## src/rtl/systolic_feed_scheduler_pkg.sv

```systemverilog
// Shared defaults, scheduler state encoding and flat-matrix indexing for the
// systolic feed scheduler.
package systolic_pkg;

    localparam int N_DEF     = 4;
    localparam int W_DEF     = 8;
    localparam int DRAIN_DEF = 4;

    typedef enum logic [2:0] {
        ST_IDLE,
        ST_LOAD,
        ST_FEED,
        ST_DRAIN,
        ST_DONE
    } state_t;

    // Bit offset of element (r,c) in a row-major flattened N x N matrix.
    function automatic int elem_idx(input int r, input int c,
                                    input int n = N_DEF, input int w = W_DEF);
        return (r * n + c) * w;
    endfunction

endpackage

```

## src/rtl/systolic_feed_scheduler_if.sv

```systemverilog
// Host-side operand/result handshake of the systolic feed scheduler.
interface systolic_feed_scheduler_if #(
    parameter int N = systolic_pkg::N_DEF,
    parameter int W = systolic_pkg::W_DEF
);
    logic               in_valid;
    logic               in_ready;
    logic [N*N*W-1:0]   matrix_A;
    logic [N*N*W-1:0]   matrix_B;
    logic [N*N*W-1:0]   matrix_C;
    logic               out_valid;
    logic               out_ready;

    modport master (
        output in_valid, matrix_A, matrix_B, out_ready,
        input  in_ready, matrix_C, out_valid
    );

    modport slave (
        input  in_valid, matrix_A, matrix_B, out_ready,
        output in_ready, matrix_C, out_valid
    );
endinterface

```

## src/rtl/systolic_feed_scheduler_skew_lane.sv

```systemverilog
// One skewed edge lane: waits LANE FEED cycles, then streams its N-element
// vector one element per cycle onto the array edge.
module skew_lane
    import systolic_pkg::*;
#(
    parameter int LANE = 0,
    parameter int N    = N_DEF,
    parameter int W    = W_DEF
) (
    input  logic           clock,
    input  logic           reset,
    input  logic           start,
    input  logic           feed,
    input  logic [N*W-1:0] vec,
    output logic [W-1:0]   edge_data,
    output logic           edge_valid
);
    localparam int DW = (N > 1) ? $clog2(N) : 1;
    localparam int IW = $clog2(N + 1);

    logic [DW-1:0] passer_ready;
    logic [IW-1:0] passer_index;

    // passer_index == N marks the lane as exhausted until the next start.
    always_ff @(posedge clock) begin
        if (!reset) begin
            passer_ready <= '0;
            passer_index <= IW'(N);
        end else if (start) begin
            passer_ready <= DW'(LANE);
            passer_index <= '0;
        end else if (feed) begin
            if (passer_ready != '0)
                passer_ready <= passer_ready - DW'(1);
            else if (passer_index != IW'(N))
                passer_index <= passer_index + IW'(1);
        end
    end

    assign edge_valid = feed && (passer_ready == '0) && (passer_index != IW'(N));
    assign edge_data  = edge_valid ? vec[int'(passer_index)*W +: W] : '0;

endmodule

```

## src/rtl/systolic_feed_scheduler.sv

```systemverilog
// Job sequencer for the N x N systolic array: latch operands, clear, feed
// skewed edges, wait out the wavefront, then hold the captured product.
//
//  state    | meaning
//  ---------+-----------------------------------------------------------
//  ST_IDLE  | ready for an operand pair
//  ST_LOAD  | one-cycle accumulator clear
//  ST_FEED  | skewed edges streaming, t = 0 .. 2N-2
//  ST_DRAIN | edges idle while the last products settle; capture at end
//  ST_DONE  | matrix_C valid, waiting for the consumer
module systolic_feed_scheduler
    import systolic_pkg::*;
#(
    parameter int N     = N_DEF,
    parameter int W     = W_DEF,
    parameter int DRAIN = DRAIN_DEF
) (
    input  logic                       clock,
    input  logic                       reset,
    systolic_feed_scheduler_if.slave   host,
    output logic [N*W-1:0]             a_edge,
    output logic [N-1:0]               a_edge_valid,
    output logic [N*W-1:0]             b_edge,
    output logic [N-1:0]               b_edge_valid,
    output logic                       acc_clear,
    input  logic [N*N*W-1:0]           array_result,
    output logic                       busy
);
    localparam int TW  = (2*N-1 > 1) ? $clog2(2*N-1) : 1;
    localparam int DRW = (DRAIN > 1) ? $clog2(DRAIN) : 1;

    state_t             state;
    logic               in_ready_q;
    logic               out_valid_q;
    logic [N*N*W-1:0]   a_lat;
    logic [N*N*W-1:0]   b_lat;
    logic [N*N*W-1:0]   c_q;
    logic [TW-1:0]      t_cnt;
    logic [DRW-1:0]     drain_cnt;
    logic               lane_start;
    logic               lane_feed;

    assign host.in_ready  = in_ready_q;
    assign host.out_valid = out_valid_q;
    assign host.matrix_C  = c_q;

    assign lane_start = (state == ST_LOAD);
    assign lane_feed  = (state == ST_FEED);

    always_ff @(posedge clock) begin
        if (!reset) begin
            state       <= ST_IDLE;
            in_ready_q  <= 1'b1;
            out_valid_q <= 1'b0;
            acc_clear   <= 1'b0;
            busy        <= 1'b0;
            t_cnt       <= '0;
            drain_cnt   <= '0;
            a_lat       <= '0;
            b_lat       <= '0;
            c_q         <= '0;
        end else begin
            acc_clear <= 1'b0;
            case (state)
                ST_IDLE: begin
                    if (host.in_valid) begin
                        a_lat      <= host.matrix_A;
                        b_lat      <= host.matrix_B;
                        in_ready_q <= 1'b0;
                        busy       <= 1'b1;
                        acc_clear  <= 1'b1;
                        state      <= ST_LOAD;
                    end
                end
                ST_LOAD: begin
                    t_cnt <= '0;
                    state <= ST_FEED;
                end
                ST_FEED: begin
                    if (t_cnt == TW'(2*N-2)) begin
                        drain_cnt <= DRW'(DRAIN-1);
                        state     <= ST_DRAIN;
                    end else begin
                        t_cnt <= t_cnt + TW'(1);
                    end
                end
                ST_DRAIN: begin
                    if (drain_cnt == '0) begin
                        c_q         <= array_result;
                        out_valid_q <= 1'b1;
                        state       <= ST_DONE;
                    end else begin
                        drain_cnt <= drain_cnt - DRW'(1);
                    end
                end
                ST_DONE: begin
                    if (host.out_ready) begin
                        out_valid_q <= 1'b0;
                        in_ready_q  <= 1'b1;
                        busy        <= 1'b0;
                        state       <= ST_IDLE;
                    end
                end
                default: begin
                    state       <= ST_IDLE;
                    in_ready_q  <= 1'b1;
                    out_valid_q <= 1'b0;
                    busy        <= 1'b0;
                end
            endcase
        end
    end

    // A lane l carries row l of A; B lane l carries column l of B.
    for (genvar l = 0; l < N; l++) begin : g_lane
        logic [N*W-1:0] a_vec;
        logic [N*W-1:0] b_vec;

        for (genvar k = 0; k < N; k++) begin : g_elem
            assign a_vec[k*W +: W] = a_lat[elem_idx(l, k, N, W) +: W];
            assign b_vec[k*W +: W] = b_lat[elem_idx(k, l, N, W) +: W];
        end

        skew_lane #(.LANE(l), .N(N), .W(W)) u_a_lane (
            .clock      (clock),
            .reset      (reset),
            .start      (lane_start),
            .feed       (lane_feed),
            .vec        (a_vec),
            .edge_data  (a_edge[l*W +: W]),
            .edge_valid (a_edge_valid[l])
        );

        skew_lane #(.LANE(l), .N(N), .W(W)) u_b_lane (
            .clock      (clock),
            .reset      (reset),
            .start      (lane_start),
            .feed       (lane_feed),
            .vec        (b_vec),
            .edge_data  (b_edge[l*W +: W]),
            .edge_valid (b_edge_valid[l])
        );
    end

endmodule
```

## src/flat_wrapper.sv

```systemverilog
// flat-port wrapper written by rule: the top's interface ports become plain ports
module systolic_feed_scheduler_flat import systolic_pkg::*;
#(
    parameter int N     = N_DEF,
    parameter int W     = W_DEF,
    parameter int DRAIN = DRAIN_DEF
)
  (clock, reset, a_edge, a_edge_valid, b_edge, b_edge_valid, acc_clear, array_result, busy, host_in_valid, host_matrix_A, host_matrix_B, host_out_ready, host_in_ready, host_matrix_C, host_out_valid);
  systolic_feed_scheduler_if #(.N(N), .W(W)) host_i ();
  input  logic clock;
  input  logic reset;
  output logic [N*W-1:0] a_edge;
  output logic [N-1:0] a_edge_valid;
  output logic [N*W-1:0] b_edge;
  output logic [N-1:0] b_edge_valid;
  output logic acc_clear;
  input  logic [N*N*W-1:0] array_result;
  output logic busy;
  input wire logic [$bits(host_i.in_valid)-1:0] host_in_valid;
  input wire logic [$bits(host_i.matrix_A)-1:0] host_matrix_A;
  input wire logic [$bits(host_i.matrix_B)-1:0] host_matrix_B;
  input wire logic [$bits(host_i.out_ready)-1:0] host_out_ready;
  output wire logic [$bits(host_i.in_ready)-1:0] host_in_ready;
  output wire logic [$bits(host_i.matrix_C)-1:0] host_matrix_C;
  output wire logic [$bits(host_i.out_valid)-1:0] host_out_valid;
  assign host_i.in_valid = host_in_valid;
  assign host_i.matrix_A = host_matrix_A;
  assign host_i.matrix_B = host_matrix_B;
  assign host_i.out_ready = host_out_ready;
  assign host_in_ready = host_i.in_ready;
  assign host_matrix_C = host_i.matrix_C;
  assign host_out_valid = host_i.out_valid;
  systolic_feed_scheduler #(.N(N), .W(W), .DRAIN(DRAIN)) u_core (.clock(clock), .reset(reset), .host(host_i), .a_edge(a_edge), .a_edge_valid(a_edge_valid), .b_edge(b_edge), .b_edge_valid(b_edge_valid), .acc_clear(acc_clear), .array_result(array_result), .busy(busy));
endmodule
```

## config.mk

```make
export PLATFORM = sky130hd
export DESIGN_NAME = systolic_feed_scheduler_flat
export DESIGN_NICKNAME = d
export VERILOG_FILES = /design/src/rtl/systolic_feed_scheduler_pkg.sv /design/src/rtl/systolic_feed_scheduler_if.sv /design/src/rtl/systolic_feed_scheduler_skew_lane.sv /design/src/rtl/systolic_feed_scheduler.sv /design/src/flat_wrapper.sv
export SDC_FILE = /design/constraint.sdc
export NUM_CORES = 1
export LEC_CHECK = 0
export BUFFER_PORTS_ARGS = -buffer_cell sky130_fd_sc_hd__buf_2
export CAP_MARGIN = 30
export CORE_AREA = 2 2 228 230
export DETAILED_ROUTE_END_ITERATION = 10
export DIE_AREA = 0 0 230 232
export GPL_ROUTABILITY_DRIVEN = 0
export PLACE_DENSITY = 0.56
export SLEW_MARGIN = 25
export SYNTH_ARGS = -nofsm -noshare
export SYNTH_HDL_FRONTEND = slang
export SYNTH_SLANG_ARGS = --single-unit
```

## constraint.sdc

```tcl
create_clock -name clock -period 6.2 [get_ports clock]
set_input_delay 0.62 -clock clock [delete_from_list [all_inputs] [get_ports clock]]
set_output_delay 0.62 -clock clock [all_outputs]
set_load 0.005 [all_outputs]
```

==> summary.md, run 1 <==
| Metric | Value |
|---|---|
| Hold_sp | `host_matrix_B[93]` |
| PD cells | `309 nW/um2` |
| Initial core utilization | `35.2%` |
| Post-synth EDFFs | `0` |
| Die height | `232 um` |
| Peak supply drop | `199 uV` |
| Drt pass-1 iters | `5` |
| Worst Max-Slew Pin Slew | `1140 ps` |
| Synth area leader | `dfxtp_1` |
| Fin Clk Skew | `20.5 ps` |
| Final instance area | `23000 um2` |
| Vias post-DR | `16637` |
| Number of max-cap violations | `0` |
| Grt ovf | `0` |
| Post-synth top cells | `780 x nand2_1, 436 x dfxtp_1, 408 x a21oi_1` |
| Reg-to-reg critical path endpoint | `u_core.b_lat[13]` |
| Max FO, Critical Path | `27` |
| Post-Route WL | `59500 um` |
| Fillers | `5178` |
| Arr. time, crit path | `3310 ps` |
| CTS tree | `built` |
| Worst path max stage delay | `810 ps` |
| Unrepaired setup endpoints after global routing | `no` |
| Status | `finished, final reports clean` |
| Total core area | `slightly above 50000 um2` |
| Fin crit share | `63.3%` |
| Min Tclk post-route | `3930 ps` |
| Crit-path slowest cell | `or3b_2` |
| Root Buffer Master | `clkbuf_16` |
| IO Port Bufs | `591` |
| Worst EP required | `5580 ps` |
| First-pass GRT wire length | `90400 um` |
| Nets | `3048` |
| Mean Syn Cell Area | `8.33 um2` |
| Synthesized Nets | `2565` |
| Synthesized netlist cell count | `between 2000 and 2500` |
| R2r setup slk | `3360 ps` |
| ANT nets after route | `0` |
| CP Class | `flip-flop to output pin` |
| Row cnt | `83` |
| I/O Pins | `592` |
| Via density per instance | `4.94` |
| Leak | `9.37 nW` |
| Area contributors post-synth | `dfxtp_1 49%, nand2_1 16%, a21oi_1 11%` |
| H-tree depth | `2` |
| Setup tns final | `0 ps` |
| Global Route Usage Sum | `21.4%` |
| CP cell instances | `or3b_2 -> buf_4 -> or4_1 -> nor2b_1 -> buf_2` |
| R2R depth | `4` |
| Final hold violation count | `0` |
| Warnings, synthesis | `0` |
| Cell area after placement | `21100 um2` |
| Pins Over Slew Limit | `0` |
| Post-CTS resize count | `0` |
| Worst R2R Start | `u_core.state[0]` |
| Synth unique cells | `47` |
| DP Worst Slack | `2860 ps` |
| Antenna violations before repair | `22` |
| DR WL/cell | `17.7 um` |
| Synth top area share | `between 40% and 50%` |
| CP Launch Type | `flip-flop` |
| DP HPWL | `around 43000 um` |
| CTS buffer count | `50` |
| Worst path top cell family by delay | `simple AND/OR/NAND/NOR gates` |
| Area grow syn2layout | `28.5%` |
| Post-route setup slack | `2270 ps` |
| Ys flop type | `dfxtp_1` |
| Top-count cell post-synth | `nand2_1` |
| Hold-critical path depth | `3` |
| Vias in the first global route | `approximately 16000` |
| Clock-pin slew on the worst setup and hold paths | `60 ps` |
| Crit. Startpoint | `u_core.state[0]` |
| Slew HR | `24.2%` |
| Layout cell share with drive strength beyond 1 | `29.1%` |
| Critical path endpoint category | `output pin` |
| Total power | `7.12 mW` |
| Maximum buffer depth of the clock tree | `3` |
| Synthesized flop and latch total | `436` |
| CTS sink count | `between 400 and 500` |
| DR DRC count | `0` |
| Die area | `53400 um2` |
| Clock Latency Late Sink | `580 ps` |
| Buffers plus inverters on the worst setup path | `2` |
| Post-CTS Setup Inserts | `0` |
| Hold Path End | `u_core.b_lat[93]` |
| First DRT Iteration DRCs | `1196` |
| # hold bufs at CTS | `0` |
| Setup Viol. Count Final | `0` |
| Async SR Flop Fraction | `0%` |
| Class of the worst hold path | `input pin to flip-flop` |
| Largest net degree at the start of global routing | `216` |
| Cell Area, Synth | `17900 um2` |
| Sequential share of the synthesized area | `approximately half` |
| Maximum clock rate | `0.255 GHz` |
| Die Width | `between 200 and 250 um` |
## metal layers
layer | track usage, % | vias up | part of all wire [%]
met5 | 0 | - | 0.23
met3 | 5.72 | 117 | 6.8
met2 | 36.3 | 478 | 49
li1 | - | 8146 | -
met4 | 8.67 | 20 | 3.5
met1 | 25.8 | 7876 | 40
## power breakdown
part,internal (mW),switching [mW]
Clock,2.03,1.21
Combinational,0.333,0.465
Sequential,2.98,0.105
Total,5.34,1.78
## flip-flops by register name, indices dropped and copies added, names as in the netlist
| name | count |
|---|---|
| u_core.g_lane.u_a_lane.passer_ready | 8 |
| u_core.g_lane.u_b_lane.passer_ready | 8 |
| u_core.g_lane.u_b_lane.passer_index | 12 |
| u_core.host.in_ready | 1 |
| u_core.host.matrix_C | 128 |
| u_core.acc_clear | 1 |
| u_core.busy | 1 |
| u_core.a_lat | 128 |
| u_core.t_cnt | 3 |
| u_core.state | 3 |
| u_core.g_lane.u_a_lane.passer_index | 12 |
| u_core.b_lat | 128 |
| u_core.drain_cnt | 2 |
| u_core.host.out_valid | 1 |
## cell families after synthesis
family,Yosys count,share of synthesized area (%)
adders and majority gates,25,1.74
buffers and inverters,215,5.12
AOI/OAI and AO/OA,475,14.4
xor gates and xnor gates,2,0.0977
DFF,436,48.7
and+or+nand+nor,931,21.7
muxes,68,8.26
## worst max path at each step
stage	end	slack, ps	cells past startpoint
6_report	a_edge[17]	2270	5
5_1_grt	a_edge[17]	2090	5
4_1_cts	a_edge[17]	2230	5
3_5_place_dp	a_edge[17]	2860	5
3_3_place_gp	a_edge[17]	2920	5
2_1_floorplan	b_edge_valid[2]	3830	5
## cell usage in the layout (no fill, tap or decap), types with 8 or more instances in the layout
| master | n |
|---|---|
| nand2_1 | 780 |
| buf_2 | 591 |
| dfxtp_1 | 436 |
| a21oi_1 | 408 |
| nor2b_1 | 67 |
| mux4_2 | 64 |
| clkbuf_16 | 53 |
| inv_1 | 39 |
| ha_1 | 25 |
| o21ai_0 | 21 |
| nor2_1 | 15 |
| or3_1 | 15 |
| clkbuf_8 | 15 |
| a211oi_1 | 12 |
| o311ai_0 | 12 |
| diode_2 | 11 |
| buf_4 | 11 |
| nand3_1 | 9 |
| nand3b_1 | 8 |
| clkinv_2 | 8 |
## stage by stage
stage               utilization (%)  hold slack (ps)  std cells
floorplan                         -              433       2152
global route                   45.3              244       3366
CTS                            45.2              227       3355
detailed placement             41.5              443       3262
global placement               41.5              439       3261
finish                         45.3              272       3367
## worst reg2reg max path: cells and delay by family (launching register included)
family | cells | cell delay, ps
AND/OR/NAND/NOR | 2 | 1080
buffers and inverters | 1 | 590
flip-flops | 1 | 890
AO/OA/AOI/OAI | 1 | 200
## area by class of cell
type                       instances  area [um2]  share of cell area [%]
sequential                       436        8730                    37.9
clock buffer                      74        1560                    6.75
tap                              680         851                    3.69
inverter                          40         158                   0.684
multi-input combinational       1501        8300                    36.0
clock inverter                    19         285                    1.24
timing repair buffer             606        3140                    13.6
antenna                           11        27.5                   0.119
Note: power is estimated with default switching activity, not from simulation.
==> inputs of run 2 (changes only) <==
- clock period: 6.2 -> 4.1 ns (I/O delays scaled with it)
==> run 2 against run 1 <==
Compared with the run above: first-iteration DRC count shrank 23%; flip-flop and latch count is the same; design area shrank 1.1%; count of clock-buffer cells in the layout is the same; worst setup slack lost 1500 ps; sequential share of layout area grew 0.43 points; non-clock buffer count grew 6; die area is the same; combinational power grew 54%; critical path depth is the same; largest cell class unchanged; via count shrank 0.67%.
==> summary.md, run 2 (synthesis gave the netlist of run 1 again) <==
| Metric | Value |
|---|---|
| Total power | `10.1 mW (+42%)` |
| DP Worst Slack | `1340 ps (-1510 ps)` |
| Clock-pin slew on the worst setup and hold paths | `60 ps (about the same)` |
| Most common cell after layout, fill and taps aside | `nand2_1` |
| Crit path to | `b_edge[23]` |
| Worst path max stage delay | `760 ps (-50 ps)` |
| Leak | `9.26 nW (-1.3%)` |
| Worst R2R Start | `u_core.state[0]` |
| Post-Route WL | `59500 um (+0.16%)` |
| Clock power share | `41.6% (-3.8 points)` |
| DP HPWL | `43100 um (+1.1%)` |
| Root Buffer Master | `clkbuf_16` |
| Slew HR | `36.4% (+12 points)` |
| DR WL/cell | `17.7 um (+0.31%)` |
| Reg-to-reg critical path endpoint | `u_core.g_lane[2].u_a_lane.passer_index[2]` |
| ANT nets after route | `0 (unchanged)` |
| CP Class | `flip-flop to output pin` |
| Cell count along the critical path | `5 (unchanged)` |
| Antenna violations before repair | `24 (+9.1%)` |
| Crit. Startpoint | `u_core.state[0]` |
| Die height | `232 um (unchanged)` |
| Row cnt | `83 (unchanged)` |
| Vias post-DR | `16525 (-0.67%)` |
| Class of the worst hold path | `input pin to flip-flop` |
| Critical path endpoint category | `output pin` |
| CP Launch Type | `flip-flop` |
| Logic pwr share | `12.2% (+1.0 points)` |
| Total core area | `50900 um2 (unchanged)` |
| Seq pwr share | `46.2% (+2.8 points)` |
| Number of max-cap violations | `0 (unchanged)` |
| Final Util | `44.8% (-0.51 points)` |
| Post-CTS resize count | `0 (unchanged)` |
| Post-CTS Setup Inserts | `0 (unchanged)` |
| Die area | `53400 um2 (unchanged)` |
| IO Port Bufs | `591 (unchanged)` |
| Setup Viol. Count Final | `0 (unchanged)` |
| Most frequent cells in the layout | `780 x nand2_1, 591 x buf_2, 436 x dfxtp_1` |
| CTS sink count | `436 (unchanged)` |
| PD cells | `443 nW/um2 (+43%)` |
| Grt ovf | `0 (unchanged)` |
| Fin Clk Skew | `13.8 ps (-6.69 ps)` |
| Largest net degree at the start of global routing | `162 (-25%)` |
| I/O Pins | `592 (unchanged)` |
| Buffers plus inverters on the worst setup path | `2 (unchanged)` |
| Layout cell share with drive strength beyond 1 | `28.7% (-0.34 points)` |
| Worst hold slack | `73.2 ps (-199 ps)` |
| Initial core utilization | `35.2% (unchanged)` |
| Maximum clock rate | `0.300 GHz` |
| Maximum buffer depth of the clock tree | `3 (unchanged)` |
| Vias in the first global route | `16208 (+0.50%)` |
| Min Tclk post-route | `3340 ps` |
| Pins Over Slew Limit | `0 (unchanged)` |
| Area grow syn2layout | `27.1%` |
| CTS buffer count | `49 (-2.0%)` |
| Hold_sp | `array_result[15]` |
| Max FO, Critical Path | `28 (+3.7%)` |
| Via density per instance | `4.92 (-0.53%)` |
| Unrepaired setup endpoints after global routing | `no` |
| Fin crit share | `between 80% and 90%` |
| H-tree depth | `2 (unchanged)` |
| # hold bufs at CTS | `0 (unchanged)` |
| Internal Power | `7.47 mW (+40%)` |
| Setup tns final | `0 ps (unchanged)` |
| Drt pass-1 iters | `5 (unchanged)` |
| Fillers | `5162 (-0.31%)` |
| Arr. time, crit path | `2930 ps (-380 ps)` |
| Global Route Usage Sum | `21.4% (-0.024 points)` |
| First-pass GRT wire length | `90300 um (about the same)` |
| R2R depth | `5 (+1)` |
| Nets | `3053 (+0.16%)` |
| First DRT Iteration DRCs | `921 (-23%)` |
| CP cell instances | `buf_4 -> or3b_2 -> or4_1 -> nor2b_1 -> buf_2` |
| DR DRC count | `0 (unchanged)` |
| Clock Latency Late Sink | `560 ps (-20 ps)` |
| Crit-path slowest cell | `or4_1` |
| Worst EP required | `3690 ps (-1890 ps)` |
| Worst path top cell family by delay | `simple AND/OR/NAND/NOR gates` |
| Switching share of power | `25.9% (+0.96 points)` |
| Post-route setup slack | `764 ps (-1510 ps)` |
| R2r setup slk | `1720 ps (-1640 ps)` |
| Die Width | `230 um (unchanged)` |
| Worst Max-Slew Pin Slew | `954 ps (-184 ps)` |
| Final hold violation count | `0 (unchanged)` |
| Switching power | `2.62 mW (+47%)` |
| Peak supply drop | `259 uV (+30%)` |
| CTS tree | `built` |
| Status | `finished, final reports clean` |
==> run 2: final cells by class <==
type	instances	area [um2]	area share, %
Sequential cell	436	8730	38.3
Multi-Input combinational cell	1501	8300	36.5
Timing Repair Buffer	612	3210	14.1
Clock buffer	74	1430	6.28
Tap cell	680	851	3.74
Inverter	40	158	0.692
Clock inverter	10	78.8	0.346
Antenna cell	9	22.5	0.0989
==> run 2: worst reg2reg max path: stages, from the launching register on <==
cell and delay (ps):
dfxtp_1 290, buf_4 200, or3b_2 730, buf_4 340, o311a_1 350, or3_1 340
==> run 2: metal layers <==
metal | GRT usage, % | part of all wire (%)
met1 | 25.3 | 40
met2 | 36.8 | 50
met3 | 6.02 | 7.1
met4 | 7.82 | 2.7
met5 | 0 | 0.28
==> run 2: worst min path at each step <==
stage                               endpoint  slack, ps  cells past startpoint
finish              u_core.host.matrix_C[15]         70                      3
global route                u_core.a_lat[97]         50                      3
CTS                         u_core.a_lat[97]         30                      3
detailed placement  u_core.host.matrix_C[48]        440                      2
global placement            u_core.a_lat[22]        440                      2
floorplan                  u_core.a_lat[112]        430                      2
==> run 2: stage by stage <==
step           cells  instance area (um2)
2_1_floorplan   2152                17900
3_3_place_gp    3268                21200
3_5_place_dp    3269                21200
4_1_cts         3353                22800
5_1_grt         3360                22800
6_report        3362                22800
==> run 2: power by group through the flow <==
stage / logic, mW / clock network (mW) / registers [mW]
after floorplan: 0.800 / 0 / 4.70
after global placement: 1.22 / 0 / 4.74
after detailed placement: 1.24 / 0 / 4.75
after CTS: 1.25 / 4.31 / 4.66
after global routing: 1.38 / 4.49 / 4.69
final: 1.23 / 4.20 / 4.66
